==> src/rtl/y86_pkg.sv <==
// Shared Y86-64 encodings used by the fetch stage and its helpers.
// Instruction codes, status codes, register ids and the fetch state enum.
package y86_pkg;

  localparam logic [3:0] INOP    = 4'h0;
  localparam logic [3:0] IHALT   = 4'h1;
  localparam logic [3:0] IRRMOVQ = 4'h2;
  localparam logic [3:0] IIRMOVQ = 4'h3;
  localparam logic [3:0] IRMMOVQ = 4'h4;
  localparam logic [3:0] IMRMOVQ = 4'h5;
  localparam logic [3:0] IOPQ    = 4'h6;
  localparam logic [3:0] IJXX    = 4'h7;
  localparam logic [3:0] ICALL   = 4'h8;
  localparam logic [3:0] IRET    = 4'h9;
  localparam logic [3:0] IPUSHL  = 4'hA;
  localparam logic [3:0] IPOPL   = 4'hB;

  localparam logic [2:0] SAOK = 3'd1;
  localparam logic [2:0] SHLT = 3'd2;
  localparam logic [2:0] SADR = 3'd3;
  localparam logic [2:0] SINS = 3'd4;

  localparam logic [3:0] RSP   = 4'h4;
  localparam logic [3:0] RNONE = 4'hF;

  typedef enum logic [2:0] {
    StReq,
    StWait,
    StIssue,
    StCommit,
    StStop
  } fetch_state_e;

endpackage

==> src/rtl/fetch_split.sv <==
// Combinational splitter: turns a 10-byte instruction window into Y86-64 fields and valP.
module fetch_split
  import y86_pkg::*;
(
  input  logic [63:0] pc_i,
  input  logic [79:0] window_i,
  output logic [3:0]  icode_o,
  output logic [3:0]  ifun_o,
  output logic [3:0]  ra_o,
  output logic [3:0]  rb_o,
  output logic [63:0] valc_o,
  output logic [63:0] valp_o,
  output logic        need_regids_o,
  output logic        need_valc_o
);

  always_comb begin
    icode_o       = window_i[7:4];
    ifun_o        = window_i[3:0];
    need_regids_o = icode_o inside {IRRMOVQ, IIRMOVQ, IRMMOVQ, IMRMOVQ, IOPQ, IPUSHL, IPOPL};
    need_valc_o   = icode_o inside {IIRMOVQ, IRMMOVQ, IMRMOVQ, IJXX, ICALL};
    ra_o          = RNONE;
    rb_o          = RNONE;
    valc_o        = '0;
    if (need_regids_o) begin
      ra_o = window_i[15:12];
      rb_o = window_i[11:8];
    end
    // The constant shifts up by one byte when a register byte is present.
    if (need_valc_o) begin
      valc_o = need_regids_o ? window_i[79:16] : window_i[71:8];
    end
    valp_o = pc_i + 64'd1 + {63'd0, need_regids_o} + (need_valc_o ? 64'd8 : 64'd0);
  end

endmodule

==> src/rtl/fetch_seq.sv <==
// Y86-64 SEQ fetch stage: one imem read per instruction, handshake to decode,
// then waits for the write-back commit before choosing the next PC.
module fetch_seq
  import y86_pkg::*;
#(
  parameter logic [63:0] RESET_PC = 64'h0,
  parameter int unsigned MAX_WAIT = 16
) (
  input  logic        clk_i,
  input  logic        rst_i,
  output logic        imem_req_o,
  output logic [63:0] imem_addr_o,
  input  logic        imem_ack_i,
  input  logic [79:0] imem_rdata_i,
  input  logic        imem_err_i,
  output logic        valid_o,
  input  logic        ready_i,
  output logic [3:0]  icode_o,
  output logic [3:0]  ifun_o,
  output logic [3:0]  rA_o,
  output logic [3:0]  rB_o,
  output logic [63:0] valC_o,
  output logic [63:0] valP_o,
  output logic [2:0]  stat_o,
  input  logic        wb_valid_i,
  input  logic        wb_cnd_i,
  input  logic [63:0] wb_valM_i,
  output logic [63:0] pc_o,
  output logic        halted_o
);

  localparam int unsigned WaitW = $clog2(MAX_WAIT + 1);
  localparam logic [WaitW-1:0] WaitLast = WaitW'(MAX_WAIT - 1);

  fetch_state_e state_q, state_d;
  logic [63:0]  pc_q, pc_d;
  logic [WaitW-1:0] wait_cnt_q, wait_cnt_d;
  logic [3:0]   icode_q, icode_d, ifun_q, ifun_d, ra_q, ra_d, rb_q, rb_d;
  logic [63:0]  valc_q, valc_d, valp_q, valp_d;
  logic [2:0]   stat_q, stat_d;

  logic [3:0]   sp_icode, sp_ifun, sp_ra, sp_rb;
  logic [63:0]  sp_valc, sp_valp;
  logic         sp_need_regids, sp_need_valc;
  logic         unused_need;

  fetch_split u_split (
    .pc_i         (pc_q),
    .window_i     (imem_rdata_i),
    .icode_o      (sp_icode),
    .ifun_o       (sp_ifun),
    .ra_o         (sp_ra),
    .rb_o         (sp_rb),
    .valc_o       (sp_valc),
    .valp_o       (sp_valp),
    .need_regids_o(sp_need_regids),
    .need_valc_o  (sp_need_valc)
  );

  assign unused_need = sp_need_regids ^ sp_need_valc;

  always_comb begin
    state_d    = state_q;
    pc_d       = pc_q;
    wait_cnt_d = wait_cnt_q;
    icode_d    = icode_q;
    ifun_d     = ifun_q;
    ra_d       = ra_q;
    rb_d       = rb_q;
    valc_d     = valc_q;
    valp_d     = valp_q;
    stat_d     = stat_q;
    unique case (state_q)
      StReq: begin
        wait_cnt_d = '0;
        state_d    = StWait;
      end
      StWait: begin
        if (imem_ack_i) begin
          icode_d = sp_icode;
          ifun_d  = sp_ifun;
          ra_d    = sp_ra;
          rb_d    = sp_rb;
          valc_d  = sp_valc;
          valp_d  = sp_valp;
          if (imem_err_i)            stat_d = SADR;
          else if (sp_icode > IPOPL) stat_d = SINS;
          else if (sp_icode == IHALT) stat_d = SHLT;
          else                       stat_d = SAOK;
          state_d = StIssue;
        end else if (wait_cnt_q == WaitLast) begin
          // Memory never answered: report a clean ADR bubble at this PC.
          icode_d = INOP;
          ifun_d  = 4'h0;
          ra_d    = RNONE;
          rb_d    = RNONE;
          valc_d  = '0;
          valp_d  = pc_q;
          stat_d  = SADR;
          state_d = StIssue;
        end else begin
          wait_cnt_d = wait_cnt_q + 1'b1;
        end
      end
      StIssue: begin
        if (ready_i) state_d = (stat_q == SAOK) ? StCommit : StStop;
      end
      StCommit: begin
        if (wb_valid_i) begin
          state_d = StReq;
          if (icode_q == ICALL)     pc_d = valc_q;
          else if (icode_q == IJXX) pc_d = wb_cnd_i ? valc_q : valp_q;
          else if (icode_q == IRET) pc_d = wb_valM_i;
          else                      pc_d = valp_q;
        end
      end
      StStop: begin
        state_d = StStop;
      end
      default: state_d = StReq;
    endcase
  end

  always_ff @(posedge clk_i) begin
    if (rst_i) begin
      state_q    <= StReq;
      pc_q       <= RESET_PC;
      wait_cnt_q <= '0;
      icode_q    <= 4'h0;
      ifun_q     <= 4'h0;
      ra_q       <= RNONE;
      rb_q       <= RNONE;
      valc_q     <= '0;
      valp_q     <= '0;
      stat_q     <= SAOK;
    end else begin
      state_q    <= state_d;
      pc_q       <= pc_d;
      wait_cnt_q <= wait_cnt_d;
      icode_q    <= icode_d;
      ifun_q     <= ifun_d;
      ra_q       <= ra_d;
      rb_q       <= rb_d;
      valc_q     <= valc_d;
      valp_q     <= valp_d;
      stat_q     <= stat_d;
    end
  end

  assign imem_req_o  = (state_q == StReq) || (state_q == StWait);
  assign imem_addr_o = pc_q;
  assign valid_o     = (state_q == StIssue);
  assign halted_o    = (state_q == StStop);
  assign pc_o        = pc_q;
  assign icode_o     = icode_q;
  assign ifun_o      = ifun_q;
  assign rA_o        = ra_q;
  assign rB_o        = rb_q;
  assign valC_o      = valc_q;
  assign valP_o      = valp_q;
  assign stat_o      = stat_q;

endmodule
==> config.mk <==
export PLATFORM = sky130hd
export DESIGN_NAME = fetch_seq
export DESIGN_NICKNAME = d
export VERILOG_FILES = /design/src/rtl/y86_pkg.sv /design/src/rtl/fetch_split.sv /design/src/rtl/fetch_seq.sv
export SDC_FILE = /design/constraint.sdc
export NUM_CORES = 1
export LEC_CHECK = 0
export ABC_AREA = 1
export BUFFER_PORTS_ARGS = -buffer_cell sky130_fd_sc_hd__buf_2
export CORE_ASPECT_RATIO = 0.9
export CORE_UTILIZATION = 49
export CTS_BUF_LIST = sky130_fd_sc_hd__clkbuf_4
export DETAILED_ROUTE_END_ITERATION = 10
export HOLD_SLACK_MARGIN = 0.06
export PLACE_DENSITY_LB_ADDON = 0.05
export SKIP_CTS_REPAIR_TIMING = 1
export SLEW_MARGIN = 20
export SYNTH_ARGS = -nofsm -noshare
export SYNTH_HDL_FRONTEND = slang
export SYNTH_SLANG_ARGS = --single-unit
==> constraint.sdc <==
create_clock -name clk_i -period 2.2 [get_ports clk_i]
set_input_delay 0.22 -clock clk_i [delete_from_list [all_inputs] [get_ports clk_i]]
set_output_delay 0.22 -clock clk_i [all_outputs]
set_load 0.03 [all_outputs]
======== Word level (Yosys, flattened, before mapping) ========
Cells that the tools add are included.
cells by class
  $add $sub $neg .......................... 4
  magnitude comparators ................... 1
  eq/ne operators ......................... 24
  mux-type cells .......................... 33
  reductions and logical operators ........ 10
operators by type and width
  kind                                                  number
  2-to-1 mux 64 bit                                     10
  adder 64 x 1 -> 64 bit                                1
  adder 64 x 1 -> 64 bit, second input constant         1
  adder 64 bit                                          1
  2-to-1 mux 4 bit                                      9
  2-to-1 mux 3 bit                                      9
  equality test 4 x 3 -> 1 bit, second input constant   5
  equality test 4 bit, second input constant            5
  case mux 3 bit (5 select lines)                       1
  2-to-1 mux 5 bit                                      2
  case mux 5 bit (2 select lines)                       1
  equality test 4 x 2 -> 1 bit, second input constant   2
  nonzero test 7 bit                                    1
  equality test 3 x 1 -> 1 bit, second input constant   2
  equality test 3 x 2 -> 1 bit, second input constant   2
  inequality test 2 bit, second input constant          3
  AND reduction 3 bit                                   2
  adder 5 x 1 -> 5 bit, second input constant           1
  equality test 5 x 4 -> 1 bit, second input constant   1
  nonzero test 5 bit                                    1
  equality test 4 x 1 -> 1 bit, second input constant   1
  greater-than comparator 4 bit, second input constant  1
  AND reduction 2 bit                                   2
  nonzero test 2 bit                                    2
  6 further kinds                                       6
storage, ports and cells
  bits in registers ....................... 219
  input port bits ......................... 151
  output and inout bits ................... 278
  logic and storage cells ................. 82

======== Longest topological paths before layout ========
Gate-level depths: netlist of the first run.
  depth in word-level cells ............... 5
  depth in mapped cells ................... 18
  mapped depth without buffers ............ 17

======== Cells and area by module ========
A second synthesis of the first run with hierarchy kept.
unflattened totals
  cell total of the unflattened synthesis .. 2776
  area total of the unflattened synthesis .. 15901.5 µm²
by module, submodules not included
  module       times used  cells an instance  area each (µm²)  sequential area each (µm²)
  fetch_seq    1           2039               12509.5          4384.2
  fetch_split  1           737                3392.0           0.0

======== Worst setup path after synthesis of the first run ========
No wires, ideal clock.
  path type ............................... input to register
  from .................................... input port imem_rdata_i[5]
  to ...................................... register valp_q[38] (netlist: valP_o[38])
  library setup time ...................... 0.121 ns
  arrival time ............................ 2.082 ns
  data required time ...................... 2.079 ns
  setup slack ............................. -0.003 ns
  stages .................................. 16
  buffers on the path ..................... 1
  cell sequence ........................... inv_1 o211ai_1 nand2_1 inv_2 buf_2 ha_1 inv_1 ha_1 nand3_1 nand2_1 nand3_1 nor2_4 nand2_1 nor2_1 xor2_1 a21oi_1
between the ends
  cells in the longest elaborated chain, start to end .. 5
  elaborated cells between the ends (all ways) .. 15
  those cells by class .................... add/sub: 2; eq/ne: 9; mux: 2; reduce/logical: 2
ends and longest elaborated chain
  element                                                            RTL line                              text
  start, declared                                                    fetch_seq.sv:14                       input logic [79:0] imem_rdata_i,
  equality test 4 x 2 -> 1 bit, or another cell as far along         fetch_split.sv:20                     need_regids_o = icode_o inside {IRRMOVQ, IIRMOVQ, IRMMOVQ, IMRMOVQ, IOPQ, IPUSHL, IPOPL};
  nonzero test 7 bit / nonzero test 5 bit (equally long branches)    fetch_split.sv:20, fetch_split.sv:21
  adder 64 x 1 -> 64 bit / 2-to-1 mux 4 bit (equally long branches)  fetch_split.sv:33                     valp_o = pc_i + 64'd1 + {63'd0, need_regids_o} + (need_valc_o ? 64'd8 : 64'd0);
  adder 64 bit *                                                     fetch_split.sv:33
  2-to-1 mux 64 bit *                                                fetch_seq.sv:79                       if (imem_ack_i) begin
  end signal, assigned                                               fetch_seq.sv:145                      valp_q <= valp_d;
  end, declared                                                      fetch_seq.sv:39                       logic [63:0] valc_q, valc_d, valp_q, valp_d;
Every way passes the cells marked *; elsewhere a longest branch is shown, timed or not.
A chain may end at the register's enable or synchronous reset.

======== Final worst setup path of the first run ========
  from .................................... register state_q[1]
  to ...................................... register valc_q[35] (netlist: valC_o[35])
between the ends
  cells in the longest elaborated chain, start to end .. 2
ends and longest elaborated chain
  element                               RTL line          text
  start, declared                       fetch_seq.sv:35   fetch_state_e state_q, state_d;
  start signal, assigned                fetch_seq.sv:126  state_q <= StReq;
  start signal, assigned                fetch_seq.sv:137  state_q <= state_d;
  equality test 3 x 1 -> 1 bit          fetch_seq.sv:73   unique case (state_q)
  AND reduction 2 bit (no source line)  --
  end signal, assigned                  fetch_seq.sv:144  valc_q <= valc_d;
  end, declared                         fetch_seq.sv:39
No other way between the ends.

==> impl_results.md, run 1 <==
* Rows at 58
* Vias in the first global route at 14810
* Status: finished with violations
* Top cell type's share of synthesized area at 31.19%
* Avg Vias per Cell at 5.609
* Area grow syn2layout at 32.65%
* Die H at 162.7 um
* Seq/Total Area, Yosys at 31.19%
* Boundary Pins at 429
* Worst reg2reg endpoint: valC_o[35]
* Relative slew slack at 34.36%
* Critical path peak fanout at 33
* Num CTS Buffers at 59
* Hold endpoint: imem_addr_o[12]
* Hold depth at 5
* Reg2reg start: state_q[1]
* WL final at 57.32 mm
* DR pass1 iterations at 6
* CTS Sinks at 219
* Worst hold slack at -0.002610 ns
* Final worst-path cycle share at 94.60%
* DRC errors left at 0
* YS warnings at 0
* Overall Power at 14.70 mW
* Max Root-Sink Buffers at 3
* Max Cap Viol at 0
* Share of layout cells above drive strength 1 at 24.47%
* Critical Path Sink Type: flop
* Startpoint types: flop
* First-pass GRT wire length at 82.66 mm
* Endpoints failing hold at 1
* Flop2flop setup slack at 0.12 ns
* Worst EP arrival at 2.72 ns
* Core area at 28080 um2
* Clock Latency Late Sink at 0.72 ns
* DP Cell Count at 2882
* Fin cells at 3141
* Pin count of the biggest net entering global routing at 129
* Wirelength per Cell at 18.25 um
* Clk_skew at 0.03631 ns
* NumNets Final at 2891
* Final HPWL DP at 39.28 mm
* Worst-case reg-to-reg path depth at 8
* DRT iter0 DRCs at 1864
* Min Tclk post-route at 2.081 ns
* Fill cells at 2573
* CP required at 2.84 ns
* CTS root buffer: clkbuf_4
* Initial core utilization at 50.04%
* Synth top area cells: dfxtp_1 31%, nand2_1 18%, o21ai_0 9.8%
* Gp weighted congestion at 0.9454
* Die Width at 180.5 um
* Worst-path clk slew at 0.07 ns
* CTS HTree Levels at 2
* # setup viols final at 0
* FF+latch count, synth at 219
* Area leader, netlist: dfxtp_1
* Syn Nets at 2383
* Die area at 29370 um2
* Pwr Density at 788.3 nW/um2
* RSZ-0062 raised after global routing: yes
* Port buffer count at 428
* Worst Max-Slew Pin Slew at 0.9845 ns
* Netlist cell types at 41
* Post-synthesis cell area at 14050 um2
* Failing checks: hold timing
* Initial antenna violation count at 2
* Syn Inst Count at 2227
* Crit path kind: reg -> reg
* CTS tree: done
* Routed Antenna Nets at 0
* Max-slew violation count at 0
* Global route total overflow at 0
* Hold WC Path Type: in -> reg
* Vias post-DR at 17620
* Worst VDD drop at 0.5726 mV
* Fmax at 0.4805 GHz
* GRT Util Overall at 35.64%
* Syn_area_per_cell at 6.311 um2
* Leakage power at 8.397 nW
* Hold Startpoint: wb_valM_i[12]
## cell usage in the layout (no fill, tap or decap), types with 60 or more instances in the layout
cell / netlist / routed
o21ai_0: 276 / 276
inv_1: 234 / 230
buf_4: 70 / 77
o211ai_1: 67 / 67
dfxtp_1: 219 / 219
a21oi_1: 136 / 136
nand4_1: 98 / 98
clkbuf_4: 0 / 98
a31oi_1: 68 / 68
nor2_1: 62 / 60
buf_2: 23 / 427
nand2_1: 662 / 659
dlygate4sd3_1: 0 / 147
## layout make-up
cell class,count,area [um2],area share [%]
clock inverter,7,26.28,0.1409
sequential,219,4384,23.52
timing repair buffer,666,4478,24.02
inverter,238,894.6,4.798
tap,360,450.4,2.416
multi-input combinational,1551,7670,41.14
clock buffer,98,735.7,3.946
antenna,2,5.005,0.02684
## Yosys cell counts
| cell | count |
|---|---|
| inv_2 | 4 |
| nor3_2 | 5 |
| buf_1 | 11 |
| and3_1 | 1 |
| nand2_1 | 662 |
| or2_2 | 3 |
| nor2_4 | 7 |
| nand3_2 | 5 |
| a211oi_1 | 1 |
| o21ai_0 | 276 |
| nand3b_2 | 1 |
| o21bai_1 | 2 |
| a31oi_1 | 68 |
| buf_6 | 6 |
| buf_2 | 23 |
| nor3_4 | 1 |
| a21oi_2 | 4 |
| a221oi_1 | 1 |
| o221ai_1 | 1 |
| and2_1 | 1 |
| dfxtp_1 | 219 |
| o211ai_1 | 67 |
| a21oi_1 | 136 |
| nor2_1 | 62 |
| clkbuf_1 | 109 |
| a21o_1 | 1 |
| nand4_1 | 98 |
| nand2_2 | 3 |
| xor2_1 | 29 |
| inv_1 | 234 |
| a21boi_0 | 1 |
| buf_4 | 70 |
| nor3_1 | 22 |
| o21ai_1 | 2 |
| nor3b_1 | 2 |
| o21a_1 | 6 |
| xnor2_1 | 9 |
| nor2_2 | 14 |
| nand3_4 | 1 |
| ha_1 | 5 |
| nand3_1 | 54 |
## critical path, cell delays in order (launching register included)
cell and delay, ns:
dfxtp_1 0.35, nor2_2 0.17, nand2_1 0.12, inv_1 0.10
and3_2 0.23, buf_12 0.20, nand2_1 0.06, dlygate4sd3_1 0.57
a21oi_1 0.16
## cell families after synthesis
kind of cell / synth area share [%]
buf+inv: 14.60
simple gates: 29.08
xor+xnor: 2.368
flops: 31.19
compound gates: 22.31
fa+ha+maj: 0.4451
## stage by stage
stage | setup slack (ns) | TNS (ns) | cell area, um2 | hold WS (ns) | utilization [%]
floorplan | 0.04436 | 0 | 14060 | 0.3869 | -
global placement | -0.06255 | -0.3700 | 16330 | 0.4536 | 58.14
detailed placement | -0.1528 | -2.678 | 16330 | 0.4542 | 58.14
CTS | 0.1142 | 0 | 17090 | -0.2465 | 60.86
global route | -0.03936 | -0.06243 | 18640 | 0.05819 | 66.39
finish | 0.1188 | 0 | 18640 | -0.002610 | 66.39
## flip-flops by register name (all words and copies together) (netlist names)
register     cells
state_q          3
rA_o             4
rB_o             4
icode_o          4
wait_cnt_q       5
stat_o           3
ifun_o           4
valC_o          64
imem_addr_o     64
valP_o          64
## how the worst max path moves through the flow
stage                       to            start  cells past startpoint
finish              valC_o[35]       state_q[1]                      8
floorplan           valP_o[38]  imem_rdata_i[5]                     16
global route         stat_o[0]    wait_cnt_q[0]                     10
detailed placement  valP_o[31]  imem_rdata_i[5]                     15
global placement    valP_o[23]  imem_rdata_i[5]                     15
CTS                 valP_o[16]    wait_cnt_q[0]                     10
## power by group
group,internal [mW],switching [mW]
Clock,1.98,1.79
Sequential,4.52,0.815
Combinational,1.83,3.76
## routing by layer
| layer | global-route usage (%) | wire (um) | vias to the layer above |
|---|---|---|---|
| met5 | 0 | 0 | - |
| met4 | 14.18 | 2064 | 0 |
| met3 | 6.127 | 5930 | 146 |
| met2 | 56.54 | 25830 | 1070 |
| met1 | 48.20 | 23500 | 8041 |
| li1 | - | - | 8360 |
No activity file was read; power rests on OpenSTA's default activity.
==> inputs of run 2 (changes only) <==
--- a/config.mk
+++ b/config.mk
@@ -7,8 +7,10 @@
 export LEC_CHECK = 0
 export ABC_AREA = 1
 export BUFFER_PORTS_ARGS = -buffer_cell sky130_fd_sc_hd__buf_2
+export CELL_PAD_IN_SITES_DETAIL_PLACEMENT = 1
+export CELL_PAD_IN_SITES_GLOBAL_PLACEMENT = 1
 export CORE_ASPECT_RATIO = 0.9
-export CORE_UTILIZATION = 49
+export CORE_UTILIZATION = 33
 export CTS_BUF_LIST = sky130_fd_sc_hd__clkbuf_4
 export DETAILED_ROUTE_END_ITERATION = 10
 export HOLD_SLACK_MARGIN = 0.06
==> impl_results.md, run 2 (same netlist as run 1, synthesis figures left out) <==
* Boundary Pins at 429 (unchanged)
* Status: finished with violations
* DP Cell Count at 3086 (+7.1%)
* Leakage power at 8.639 nW (+2.9%)
* # setup viols final at 0 (unchanged)
* First-pass GRT wire length at 99.83 mm (+21%)
* Vias post-DR at 17900 (+1.6%)
* Worst VDD drop at 0.3804 mV (-34%)
* RSZ-0062 raised after global routing: yes
* CP required at 2.82 ns (-0.02 ns)
* CTS HTree Levels at 3 (+1)
* Worst path slowest cell: dfxtp_1
* Wirelength per Cell at 20.52 um (+12%)
* Worst-path clk slew at 0.06 ns (about the same)
* Dpl cell area at 16770 um2 (+2.7%)
* Clock Latency Late Sink at 0.75 ns (+0.03 ns)
* Startpoint types: flop
* Fill cells at 5634 (+120%)
* Worst hold slack at 0.05224 ns (+0.05485 ns)
* Failing checks: DRC
* Multi-input gate area at 7711 um2 (+0.54%)
* Pin count of the biggest net entering global routing at 129 (unchanged)
* Max Cap Viol at 0 (unchanged)
* CTS Sinks at 219 (unchanged)
* Sequential share of power at 35.4% (-0.9 points)
* CTS root buffer: clkbuf_4
* Clk pwr share at 26.0% (+0.3 points)
* DRT iter0 DRCs at 1092 (-41%)
* Worst EP arrival at 2.64 ns (-0.08 ns)
* Crit path kind: reg -> reg
* DR pass1 iterations at 9 (+3)
* Setup_tns at 0 ns (unchanged)
* Cell Int Power at 8.505 mW (+2.1%)
* CTS tree: done
* Share of layout cells above drive strength 1 at 24.89% (+0.42 points)
* Clk_skew at 0.05528 ns (+0.01897 ns)
* CP max stage delay at 0.34 ns (-0.23 ns)
* Num CTS Buffers at 70 (+19%)
* Hold WC Path Type: in -> reg
* Max-slew violation count at 0 (unchanged)
* Endpoints failing hold at 0 (-1)
* Most frequent cells in the layout: 659 x nand2_1, 426 x buf_2, 276 x o21ai_0
* Global route total overflow at 0 (unchanged)
* Max Root-Sink Buffers at 3 (unchanged)
* Relative slew slack at 39.60% (+5.2 points)
* Critical Path Sink Type: flop
* NumNets Final at 2949 (+2.0%)
* Comb pwr share at 38.6% (+0.6 points)
* DRC errors left at 48 (+48)
* Worst-path cell chain: inv_1 -> ha_1 -> inv_1 -> ha_1 -> nand3_1 -> nand2_2 -> buf_4 -> nand3_2 -> inv_2 -> nand2_2 -> nor2_4 -> buf_4 -> xnor2_1 -> a21oi_1
* Sw Ratio at 44.30% (+0.96 points)
* Design area at 19420 um2 (+4.2%)
* Switch Pwr at 6.764 mW (+6.2%)
* GRT Util Overall at 29.93% (-5.7 points)
* Seq. cell area at 4384 um2 (unchanged)
* Routed Antenna Nets at 0 (unchanged)
* Worst Max-Slew Pin Slew at 0.9061 ns (-0.07849 ns)
* Critical path peak fanout at 4 (-88%)
* Port buffer count at 428 (unchanged)
* Vias in the first global route at 16560 (+12%)
* Die H at 197.8 um (+22%)
* Final HPWL DP at 49.60 mm (+26%)
* WL final at 69.31 mm (+21%)
* Final worst-path cycle share at 92.19% (-2.4 points)
* Rows at 71 (+22%)
* Gp weighted congestion at 0.8926 (-5.6%)
* Core area at 41930 um2 (+49%)
* Die Width at 219.5 um (+22%)
* Commonest non-fill, non-tap cell in the layout: nand2_1
* Util after Layout at 46.32% (-20 points)
* Avg Vias per Cell at 5.299 (-5.5%)
* Initial core utilization at 33.52% (-17 points)
* Die area at 43420 um2 (+48%)
* Fin cells at 3377 (+7.5%)
* Fmax at 0.4930 GHz (+2.6%)
* Initial antenna violation count at 1 (-1)
* Pwr Density at 786.1 nW/um2 (-0.28%)
* Min Tclk post-route at 2.028 ns (-0.05293 ns)
* Area grow syn2layout at 38.20%
==> run 2: cell type report <==
cell class                 instances  area share [%]
multi-input combinational       1551           39.70
timing repair buffer             713           25.61
sequential                       219           22.57
inverter                         238           4.612
clock buffer                      97           3.749
tap                              547           3.524
clock inverter                    11          0.2190
antenna                            1         0.01288
==> run 2: final timing paths <==
path	from	end	slack [ns]	depth (start not counted)
worst max-delay path	imem_addr_o[0]	valP_o[28]	0.17	14
worst min-delay path	wb_valM_i[13]	imem_addr_o[13]	0.05	5
worst max register to register	imem_addr_o[0]	valP_o[28]	0.17	14
worst min register to register	ifun_o[3]	ifun_o[3]	0.47	2
==> run 2: per-layer routing <==
layer	vias up	wire [um]	track usage (%)
li1	8469	-	-
met1	8788	31300	40.83
met2	547	32450	47.74
met3	91	4215	6.129
met4	0	1349	7.536
met5	-	0	0
==> run 2: worst max-delay path, delay by kind of cell, from the launching register on <==
kind	cells	cell delay (ns)
xor+xnor	1	0.10
simple gates	5	0.54
flops	1	0.34
fa+ha+maj	2	0.36
compound gates	1	0.08
buf+inv	5	0.48
==> run 2: power groups by stage <==
| stage | combinational, mW | clock, mW | sequential (mW) |
|---|---|---|---|
| after floorplan | 2.65 | 0 | 6.13 |
| after global placement | 5.36 | 0 | 5.47 |
| after detailed placement | 5.47 | 0 | 5.47 |
| after CTS | 5.49 | 4.07 | 5.40 |
| after global routing | 6.36 | 4.30 | 5.47 |
| final | 5.89 | 3.97 | 5.40 |
==> run 2: metrics by stage <==
stage	power, mW	setup slack (ns)
2_1_floorplan	8.774	0.04436
3_3_place_gp	10.83	-0.09166
3_5_place_dp	10.95	-0.1690
4_1_cts	14.96	0.02023
5_1_grt	16.12	-0.02302
6_report	15.27	0.1718
==> inputs of run 3 (changes only) <==
--- a/config.mk
+++ b/config.mk
@@ -14,6 +14,7 @@
 export CTS_BUF_LIST = sky130_fd_sc_hd__clkbuf_4
 export DETAILED_ROUTE_END_ITERATION = 10
 export HOLD_SLACK_MARGIN = 0.06
+export MAX_ROUTING_LAYER = met4
 export PLACE_DENSITY_LB_ADDON = 0.05
 export SKIP_CTS_REPAIR_TIMING = 1
 export SLEW_MARGIN = 20
==> impl_results.md, run 3 (same netlist as run 1, synthesis figures left out) <==
* Die Width at 219.5 um (unchanged)
* First-pass GRT wire length at 100.2 mm (+0.40%)
* Reg2reg start: imem_addr_o[0]
* GRT Util Overall at 31.02% (+1.1 points)
* Fill cells at 5653 (+0.34%)
* Rows at 71 (unchanged)
* CTS Sinks at 219 (unchanged)
* Initial core utilization at 33.52% (unchanged)
* Max-slew violation count at 0 (unchanged)
* Sequential share of power at 35.3% (about the same)
* Commonest non-fill, non-tap cell in the layout: nand2_1
* Boundary Pins at 429 (unchanged)
* Util after Layout at 45.76% (-0.57 points)
* Max Cap Viol at 0 (unchanged)
* # setup viols final at 0 (unchanged)
* Area grow syn2layout at 36.51%
* Worst-path cell chain: inv_1 -> ha_1 -> inv_1 -> ha_4 -> nand3_2 -> nand2_4 -> nand4_1 -> nor2_4 -> buf_4 -> nand3_1 -> xor2_1 -> a21oi_1
* CTS root buffer: clkbuf_4
* Initial antenna violation count at 2 (+1)
* Worst reg2reg endpoint: valP_o[50]
* Port buffer count at 428 (unchanged)
* Vias post-DR at 17610 (-1.6%)
* WL final at 69.01 mm (-0.44%)
* Pin count of the biggest net entering global routing at 129 (unchanged)
* Clk pwr share at 26.5% (+0.5 points)
* Worst Max-Slew Pin Slew at 0.9223 ns (+0.01628 ns)
* Multi-input gate area at 7725 um2 (+0.18%)
* Worst-case reg-to-reg path depth at 12 (-2)
* Pwr Density at 797.3 nW/um2 (+1.4%)
* Share of layout cells above drive strength 1 at 24.71% (-0.17 points)
* DR pass1 iterations at 8 (-1)
* Max Root-Sink Buffers at 3 (unchanged)
* Wirelength per Cell at 20.64 um (+0.54%)
* Endpoints failing hold at 0 (unchanged)
* Global route total overflow at 0 (unchanged)
* CTS HTree Levels at 3 (unchanged)
* Final worst-path cycle share at 91.85% (-0.34 points)
* Core area at 41930 um2 (unchanged)
* Crit path from: imem_addr_o[0]
* Seq. cell area at 4385 um2 (about the same)
* Startpoint types: flop
* Num CTS Buffers at 67 (-4.3%)
* CTS tree: done
* Leakage power at 8.519 nW (-1.4%)
* Critical path peak fanout at 6 (+2)
* CP Capture Point: valP_o[50]
* Min Tclk post-route at 2.021 ns (-0.007481 ns)
* Fmax at 0.4949 GHz (+0.37%)
* Crit path kind: reg -> reg
* CP max stage delay at 0.32 ns (-0.02 ns)
* Vias in the first global route at 16570 (+0.036%)
* Status: finished with violations
* Worst-path clk slew at 0.06 ns (about the same)
* Worst EP arrival at 2.66 ns (+0.02 ns)
* Die area at 43420 um2 (unchanged)
* DRC errors left at 48 (unchanged)
* Final HPWL DP at 49.05 mm (-1.1%)
* Relative slew slack at 38.51% (-1.1 points)
* Cell Int Power at 8.605 mW (+1.2%)
* Hold WC Path Type: in -> reg
* Worst path slowest cell: dfxtp_2
* DRT iter0 DRCs at 978 (-10%)
* Avg Vias per Cell at 5.266 (-0.62%)
* CP required at 2.83 ns (about the same)
* Setup_tns at 0 ns (unchanged)
* Gp weighted congestion at 0.8880 (-0.52%)
* Most frequent cells in the layout: 660 x nand2_1, 426 x buf_2, 275 x o21ai_0
* Clock Latency Late Sink at 0.71 ns (-0.04 ns)
* Die H at 197.8 um (unchanged)
* NumNets Final at 2917 (-1.1%)
* Flop2flop setup slack at 0.18 ns (about the same)
* Failing checks: DRC
* Clk_skew at 0.03902 ns (-0.01627 ns)
* CP dominant cell by count: inv_1
* Switch Pwr at 6.692 mW (-1.1%)
* Comb pwr share at 38.2% (-0.4 points)
* Routed Antenna Nets at 0 (unchanged)
* Critical Path Sink Type: flop
* Sw Ratio at 43.75% (-0.55 points)
* Worst VDD drop at 0.6119 mV (+61%)
run 3: worst min path at each step:
stage	cells after the start	slack [ns]	endpoint	from
CTS	3	-0.28	ifun_o[3]	imem_rdata_i[3]
global placement	2	0.45	ifun_o[2]	ifun_o[2]
detailed placement	2	0.46	ifun_o[0]	ifun_o[0]
global route	5	0.05	imem_addr_o[7]	wb_valM_i[7]
floorplan	2	0.39	stat_o[2]	imem_rdata_i[6]
finish	5	0.02	imem_addr_o[23]	wb_valM_i[23]
run 3: area by class of cell:
| type | count | area share [%] |
|---|---|---|
| multi-input cells | 1551 | 40.26 |
| repair buffers | 684 | 24.50 |
| flip-flops and latches | 219 | 22.86 |
| inverters | 238 | 4.669 |
| clock buffers | 93 | 3.639 |
| well taps | 547 | 3.567 |
| clock inverters | 11 | 0.4891 |
| diodes | 1 | 0.01304 |
run 3: metal layers:
layer / wire (um) / track usage (%) / vias to the layer above / share of wire, %
met1: 31620 / 41.30 / 8546 / 46
met5: 0 / - / - / 0
li1: - / - / 8406 / -
met2: 31850 / 47.72 / 548 / 46
met3: 3913 / 5.361 / 110 / 5.7
met4: 1615 / 9.259 / 0 / 2.3
run 3: stage by stage:
step           instances  cell area [um2]  setup WS, ns  power [mW]  hold slack, ns
2_1_floorplan       2227            14060       0.04436       8.774          0.3869
3_3_place_gp        3081            16720      -0.08435       10.81          0.4471
3_5_place_dp        3081            16720       -0.1918       10.91          0.4556
4_1_cts             3185            17520       0.05931       15.04         -0.2805
5_1_grt             3344            19190     -0.007998       16.19         0.04741
6_report            3344            19190        0.1792       15.30         0.01682
run 3: power by group through the flow:
stage	logic, mW	clock network [mW]	registers (mW)
final	5.84	4.06	5.40
after global routing	6.32	4.40	5.47
after CTS	5.47	4.18	5.39
after detailed placement	5.45	0	5.46
after global placement	5.35	0	5.46
after floorplan	2.65	0	6.13
run 3: critical path: cells and delay by family (launching register included):
kind            cells  cell delay, ns
simple gates        5            0.68
fa+ha+maj           2            0.34
flops               1            0.32
xor+xnor            1            0.17
compound gates      1            0.13
buf+inv             3            0.32
